**config.mk**
```make
export PLATFORM = sky130hd
export DESIGN_NAME = lru_replace_param
export DESIGN_NICKNAME = d
export VERILOG_FILES = /design/src/rtl/lru_replace_param.sv
export SDC_FILE = /design/constraint.sdc
export NUM_CORES = 1
export LEC_CHECK = 0
export ABC_AREA = 1
export BUFFER_PORTS_ARGS = -buffer_cell sky130_fd_sc_hd__buf_2
export CORE_ASPECT_RATIO = 0.75
export CORE_MARGIN = 5
export CORE_UTILIZATION = 25
export CTS_CLUSTER_SIZE = 10
export DETAILED_ROUTE_END_ITERATION = 8
export GPL_ROUTABILITY_DRIVEN = 0
export HOLD_SLACK_MARGIN = 0.15
export PLACE_DENSITY = 0.41
export SYNTH_ARGS = -nofsm -noshare
export SYNTH_HDL_FRONTEND = slang
export SYNTH_SLANG_ARGS = --single-unit
```
**constraint.sdc**
```tcl
create_clock -name clk -period 4.6 [get_ports clk]
set_clock_uncertainty 0.15 [all_clocks]
set_input_delay 0.92 -clock clk [delete_from_list [all_inputs] [get_ports clk]]
set_output_delay 0.92 -clock clk [all_outputs]
set_load 0.02 [all_outputs]
```
**src/rtl/lru_replace_param.sv**
```systemverilog
// True-LRU replacement tracker for SET_NUM sets x WAY_NUM ways with valid-way priority.
// Optional macro LRU_WAY_LOCK_EN adds lock_mask/lock_all for victim exclusion.
module lru_replace_param #(
   parameter int WAY_NUM     = 4,
   parameter int SET_NUM     = 16,
   parameter int INDEX_WIDTH = $clog2(SET_NUM),
   parameter int WAY_WIDTH   = $clog2(WAY_NUM)
) (
   input  logic                   clk,
   input  logic                   rst_n,
   input  logic [WAY_NUM-1:0]     hit_en,
   input  logic [INDEX_WIDTH-1:0] hit_index,
   input  logic                   fill_en,
   input  logic [INDEX_WIDTH-1:0] fill_index,
   input  logic [WAY_WIDTH-1:0]   fill_way,
   input  logic                   inval_en,
   input  logic [INDEX_WIDTH-1:0] inval_index,
   input  logic [WAY_WIDTH-1:0]   inval_way,
   input  logic [INDEX_WIDTH-1:0] query_index,
`ifdef LRU_WAY_LOCK_EN
   input  logic [WAY_NUM-1:0]     lock_mask,
   output logic                   lock_all,
`endif
   output logic [WAY_WIDTH-1:0]   replace_way,
   output logic                   replace_from_invalid,
   output logic                   hit_err
);

   logic [SET_NUM-1:0][WAY_NUM-1:0][WAY_WIDTH-1:0] age_all;
   logic [SET_NUM-1:0][WAY_NUM-1:0]                valid_all;

   logic                 hit_multi;
   logic                 hit_valid;
   logic [WAY_WIDTH-1:0] hit_way;

   // A multi-bit hit vector is treated as an error and causes no state change.
   always_comb begin
      hit_multi = (hit_en & (hit_en - WAY_NUM'(1))) != '0;
      hit_valid = (hit_en != '0) && !hit_multi;
      hit_way   = '0;
      for (int w = 0; w < WAY_NUM; w++) begin
         if (hit_en[w]) hit_way = hit_way | WAY_WIDTH'(w);
      end
   end

   for (genvar gi = 0; gi < SET_NUM; gi++) begin : g_set
      logic [WAY_NUM-1:0][WAY_WIDTH-1:0] age_reg, age_next;
      logic [WAY_NUM-1:0]                valid_reg, valid_next;
      logic                              fill_here, hit_here, inval_here, touch;
      logic [WAY_WIDTH-1:0]              touch_way, touch_age;

      always_comb begin
         fill_here  = fill_en && (fill_index == INDEX_WIDTH'(gi));
         hit_here   = hit_valid && (hit_index == INDEX_WIDTH'(gi)) && !fill_here;
         inval_here = inval_en && (inval_index == INDEX_WIDTH'(gi));
         touch      = fill_here || hit_here;
         touch_way  = fill_here ? fill_way : hit_way;
         touch_age  = age_reg[touch_way];
         age_next   = age_reg;
         valid_next = valid_reg;
         if (touch) begin
            for (int w = 0; w < WAY_NUM; w++) begin
               if (WAY_WIDTH'(w) == touch_way)
                  age_next[w] = '0;
               else if (age_reg[w] < touch_age)
                  age_next[w] = age_reg[w] + WAY_WIDTH'(1);
            end
         end
         // Fill is applied after inval so a same-way collision leaves the line valid.
         if (inval_here) valid_next[inval_way] = 1'b0;
         if (fill_here)  valid_next[fill_way]  = 1'b1;
      end

      always_ff @(posedge clk or negedge rst_n) begin
         if (!rst_n) begin
            for (int w = 0; w < WAY_NUM; w++) age_reg[w] <= WAY_WIDTH'(WAY_NUM - 1 - w);
            valid_reg <= '0;
         end else begin
            age_reg   <= age_next;
            valid_reg <= valid_next;
         end
      end

      assign age_all[gi]   = age_reg;
      assign valid_all[gi] = valid_reg;
   end

   logic [WAY_NUM-1:0][WAY_WIDTH-1:0] q_age;
   logic [WAY_NUM-1:0]                q_valid;
   logic [WAY_NUM-1:0]                excl;
   logic [WAY_WIDTH-1:0]              vict_way, best_age;
   logic                              vict_inv, found;
`ifdef LRU_WAY_LOCK_EN
   logic                              all_locked;
`endif

   always_comb begin
      q_age    = age_all[query_index];
      q_valid  = valid_all[query_index];
      excl     = '0;
`ifdef LRU_WAY_LOCK_EN
      // With every way locked the lock is ignored and flagged instead.
      all_locked = &lock_mask;
      excl       = all_locked ? '0 : lock_mask;
`endif
      vict_way = '0;
      vict_inv = 1'b0;
      found    = 1'b0;
      best_age = '0;
      for (int w = WAY_NUM - 1; w >= 0; w--) begin
         if (!q_valid[w] && !excl[w]) begin
            vict_way = WAY_WIDTH'(w);
            vict_inv = 1'b1;
         end
      end
      if (!vict_inv) begin
         for (int w = 0; w < WAY_NUM; w++) begin
            if (!excl[w] && (!found || q_age[w] > best_age)) begin
               found    = 1'b1;
               best_age = q_age[w];
               vict_way = WAY_WIDTH'(w);
            end
         end
      end
   end

   always_ff @(posedge clk or negedge rst_n) begin
      if (!rst_n) begin
         replace_way          <= '0;
         replace_from_invalid <= 1'b1;
         hit_err              <= 1'b0;
`ifdef LRU_WAY_LOCK_EN
         lock_all             <= 1'b0;
`endif
      end else begin
         replace_way          <= vict_way;
         replace_from_invalid <= vict_inv;
         hit_err              <= hit_multi;
`ifdef LRU_WAY_LOCK_EN
         lock_all             <= all_locked;
`endif
      end
   end

endmodule
```
Word-level counts from Yosys, hierarchy flattened --
Cells that the tools add are included. W data, S select, Z words.
Word-level totals: bits in registers 196, bits of input ports 28, output and inout bits 4, logic and storage cells 859
Operators by class: add/subtract/negate cells 65, order comparisons 88, eq/ne operators 93, multiplexer cells 241, bitwise gates (word level) 34, reduce and logical (&&, ||, !) cells 255
Operators by type and width (number):
- $mux W2 | 174
- $mux W4 | 33
- $add A2 B1 Y2 const B | 64
- $lt A2 B2 Y1 | 64
- $reduce_and A2 Y1 | 64
- $reduce_bool A2 Y1 | 64
- $eq A4 B4 Y1 const B | 24
- $and A4 B4 Y4 | 17
- $logic_and A1 B1 Y1 | 67
- $bmux W2 S2 | 16
- $eq A2 B2 Y1 const A | 32
- $or A4 B4 Y4 | 16
- $lt A2 B3 Y1 const B | 18
- $eq A4 B3 Y1 const B | 12
- $bmux W8 S4 | 1
- $eq A1 B2 Y1 const A | 16
- $logic_not A2 Y1 | 16
- $eq A4 B2 Y1 const B | 6
- $logic_not A1 Y1 | 20
- $logic_or A1 B1 Y1 | 19
- $bmux W4 S4 | 1
- $mux W1 | 13
- $eq A4 B1 Y1 const B | 3
- $logic_not A4 Y1 | 3
- 8 further kinds | 13

Longest topological paths before layout --
depth in word-level cells 19, depth in mapped cells 29, gate-level depth less buffers 26

Worst setup path after synthesis --
OpenSTA, ideal clock, no wires.
kind input to register, from input port query_index[1], to register replace_way[1], setup time 118 ps, data arrival time 4246 ps, setup slack 86 ps, stages 27, cell sequence buf_2 -> inv_1 -> clkbuf_1 -> buf_2 -> buf_2 -> o21ai_0 -> o221ai_1 -> o211ai_1 -> nand2_1 -> inv_1 -> ha_1 -> nor2_1 -> nor2_1 -> a21oi_1 -> nor2_1 -> a21oi_1 -> ha_1 -> a21oi_1 -> inv_1 -> nand2_1 -> o21ai_0 -> ha_1 -> nand2_1 -> o21ai_0 -> nand2_1 -> o21bai_1 -> inv_1
On the way: cells in the longest elaborated chain, start to end 15
Ends and longest elaborated chain:
- start: declaration | RTL line 19 | input logic [INDEX_WIDTH-1:0] query_index,
- $bmux W8 S4 | RTL line 98 | q_age = age_all[query_index];
- $mux W8 (not written as such) | RTL line 98
- $mux W2 | RTL line 116 | if (!vict_inv) begin
- $gt A2 B2 Y1 | RTL line 118 | if (!excl[w] && (!found || q_age[w] > best_age)) begin
- $logic_or A1 B1 Y1 | RTL line 118
- $mux W2 / $mux W1 (equally long branches) | RTL line 118
- $mux W2 / $mux W1 (equally long branches) | RTL line 116
- $gt A2 B2 Y1 / $logic_not A1 Y1 (equally long branches) | RTL line 118
- $logic_or A1 B1 Y1 | RTL line 118
- $mux W2 / $mux W1 (equally long branches) | RTL line 118
- $mux W2 / $mux W1 (equally long branches) | RTL line 116
- $gt A2 B2 Y1 / $logic_not A1 Y1 (equally long branches) | RTL line 118
- $logic_or A1 B1 Y1 | RTL line 118
- $mux W2 | RTL line 118
- $mux W2 (*) | RTL line 116
- net vict_way[1] | RTL line 91 | logic [WAY_WIDTH-1:0] vict_way, best_age;
- end signal: assignment | RTL line 136 | replace_way <= vict_way;
- end: declaration | RTL line 24 | output logic [WAY_WIDTH-1:0] replace_way,
Mark *: on every way through the listed nets, which the timed path passes. The rest lies on a longest branch. The select of a mux whose other input is x is not followed. A chain may end at the register's enable or synchronous reset.

Worst setup path in the final report --
from input port query_index[0], to register replace_way[1]
The elaborated chain is that of the path after synthesis.

==> flow_summary_export.csv <==
group,metric,value,unit
run_status,status,"finished clean",
finish,drive_gt1_frac,0.0866,
sta,fin_crit_sh,0.862,
global_routing,antenna_found_initial,4,
global_routing,grt_pass1_wl,84700,um
sta,tightest_slew,0.864,ns
sta,max_freq,252,MHz
worst_setup_path,crit_arrival,4.18,ns
sta,fin_ws,0.637,ns
route,wl_per_cell,16.8,um
route,vias,15493,
clocking,cts-root-buf,"clkbuf_16",
worst_setup_path,crit_type,"primary input to flip-flop",
synthesis,yosys_warnings,0,
synthesis,synth_area_leader_cell,"dfrtp_1",
sta,period_minus_slack,3.96,ns
floorplanning,rows,78,
clocking,cts_setup_buffers,0,
clocking,ctsHoldBuffers,0,
clocking,cts_resized,0,
placed_design,dp_hpwl,41800,um
clocking,clockBufferDepth,2,
clocking,insertion_delay,0.47,ns
floorplanning,coreArea,60400,um2
finish,largest_reg_flops,128,
finish,multi_input_area,8870,um2
worst_setup_path,cp_max_fo,30,
synthesis,synthCells,2383,
finish,design_area,17200,um2
min_path,min_path_type,"primary input to async pin",
synthesis,syn-num-nets,2483,
placed_design,place_area,16600,um2
synthesis,ys_seq_area_frac,0.327,
sta,slew_violations,0,
floorplanning,die_y,224,um
route,ant_nets,0,
finish,area_growth,13.0,%
synthesis,synth_top_area_share,0.215,
power_and_ir_drop,power.density,519,nW/um2
route,remaining_drc_errors,0,
finish,fillers,6597,
route,drt-total-wl,54500,um
global_routing,grt_pass1_vias,14350,
synthesis,syn-mean-instance-area,6.39,um2
synthesis,synth_area_leaders,"dfrtp_1, nand2_1, dfstp_2",
route,drtIter0Drc,1319,
clocking,cts.clk_slew.worst_paths,0.08,ns
worst_setup_path,crit_required,4.82,ns
global_routing,grt_overflow,0,
sta,slew_headroom,0.422,
synthesis,syn_area,15200,um2
sta,finalSetupTns,0,ns
synthesis,synth_seq_cells,196,
placed_design,dp_slack,0.174,ns
floorplanning,fp.dieW,295,um
flow_run,drv_cap,0,
clocking,clkSinkCount,196,
power_and_ir_drop,p_leak,0.00855,uW
worst_setup_path,cp-end-kind,"flip-flop",
global_routing,grt.total_usage,0.165,
power_and_ir_drop,vdd_drop_max,0.000281,V
route,vias_per_cell,4.78,
clocking,cts_tree,"done",
global_routing,grt_max_degree,80,
worst_setup_path,start_kind,"primary input",
route,drt_pass1_iterations,7,
floorplanning,start_util,0.252,
floorplanning,die-area,66000,um2
floorplanning,ios,32,
sta,hold_ws,0.322,ns
finish,final_nets,2523,
sta,rsz0062_at_grt,"false",
sta,setup_viol,0,
sta,hold_violations,0,
placed_design,io_buffers,31,
finish,seq_area,4990,um2
clocking,cts_buffers,17,
synthesis,yosysUniqueCellTypes,32,
clocking,htreeDepth,4,
kinds of logic after synthesis:
| family | Yosys count | share of synthesized area |
|---|---|---|
| simple gates | 1312 | 0.352 |
| compound gates | 397 | 0.144 |
| xor+xnor | 46 | 0.0264 |
| flops | 196 | 0.327 |
| buf+inv | 360 | 0.0909 |
| fa+ha+maj | 72 | 0.0591 |
layer usage:
metal	wire [um]	vias to the layer above	GRT usage
met1	28500	7266	0.254
met4	884	0	0.0382
met3	2830	43	0.0332
li1	-	7818	-
met5	0	-	0
met2	22300	366	0.236
critical path, stage by stage:
cell and delay [ns]:
buf_2 0.13, inv_2 0.09, buf_4 0.29, nor2_1 0.09
o211ai_1 0.19, nand3_1 0.14, nand2_1 0.12, inv_1 0.05
ha_1 0.30, nor2_1 0.09, nor2_1 0.05, a21oi_1 0.18
nor2_1 0.07, a21oi_1 0.16, ha_1 0.26, a21oi_1 0.12
inv_1 0.09, o21ai_0 0.16, ha_1 0.16, nor2_1 0.04
o21ai_0 0.19, nand2_1 0.08, o21bai_1 0.14, inv_1 0.05
stage by stage:
| step | util | cells | total power, uW |
|---|---|---|---|
| finish | 0.285 | 3239 | 8940 |
| global route | 0.285 | 3237 | 9810 |
| CTS | 0.285 | 3236 | 9010 |
| detailed placement | 0.275 | 3204 | 7310 |
| global placement | 0.275 | 3204 | 7270 |
| floorplan | - | 2383 | 6010 |
final cells by class:
| class | count | share of cell area |
|---|---|---|
| diodes | 3 | 0.000436 |
| clock buffers | 17 | 0.0247 |
| clock inverters | 15 | 0.0103 |
| inverters | 292 | 0.0636 |
| multi-input cells | 1827 | 0.515 |
| flip-flops and latches | 196 | 0.290 |
| well taps | 800 | 0.0581 |
| repair buffers | 89 | 0.0384 |
path summary, 6_finish.rpt:
kind                                                from                  endpoint  slack, ns  cells after the start
min in group clk                age_all[116]$_DFFE_PN1P_  age_all[116]$_DFFE_PN1P_       0.33                      2
worst min-delay path                               rst_n  age_all[111]$_DFFE_PN0P_       0.32                      1
worst min register to register  age_all[116]$_DFFE_PN1P_  age_all[116]$_DFFE_PN1P_       0.33                      2
worst max-delay path                      query_index[0]  replace_way[1]$_DFF_PN0_       0.64                     24
max in group asynchronous                          rst_n   age_all[83]$_DFFE_PN1P_       3.01                      2
worst max register to register  age_all[107]$_DFFE_PN1P_  replace_way[1]$_DFF_PN0_       0.84                     23
Yosys cell counts (all sizes together):
master,number
inv,287
nand4,7
clkinv,5
o21ai,261
o221ai,25
o2111ai,1
buf,28
nand2,803
ha,72
a21oi,76
xnor2,46
dfstp,65
clkbuf,40
nor3,2
a22oi,4
o22ai,14
nor2,206
nand3,294
o22a,1
dfrtp,131
a22o,1
o21bai,1
o211ai,13
cell usage in the layout, fill, tap and decap left out:
cell and count:
nand2_1 800, nand3_1 292, inv_1 285, o21ai_0 247
nor2_1 199, dfrtp_1 131, a21oi_1 76, ha_1 72
dfstp_2 65, buf_4 53, xnor2_1 46, buf_2 30
o221ai_1 25, clkbuf_16 17, o22ai_1 14, o211ai_1 13
o21ai_2 11, nand4_1 7, clkinv_1 5, buf_12 5
nor2_4 4, a22oi_1 4, inv_6 4, clkinv_2 4
diode_2 3, nor2_2 3, o21ai_1 3, nand2_2 3
bufinv_16 3, inv_2 2, nor3_1 2, nand3_2 2
clkinvlp_4 2, clkinv_4 2, a22o_1 1, o22a_1 1
o2111ai_1 1, o21bai_1 1, clkbuf_8 1
power by group:
part | internal, uW | switching, uW | leakage, uW | total (uW)
clock network | 861 | 780 | 0.000294 | 1640
registers | 2520 | 962 | 0.00237 | 3480
logic | 1480 | 2340 | 0.00589 | 3810
(Power assumes the default switching activity.)
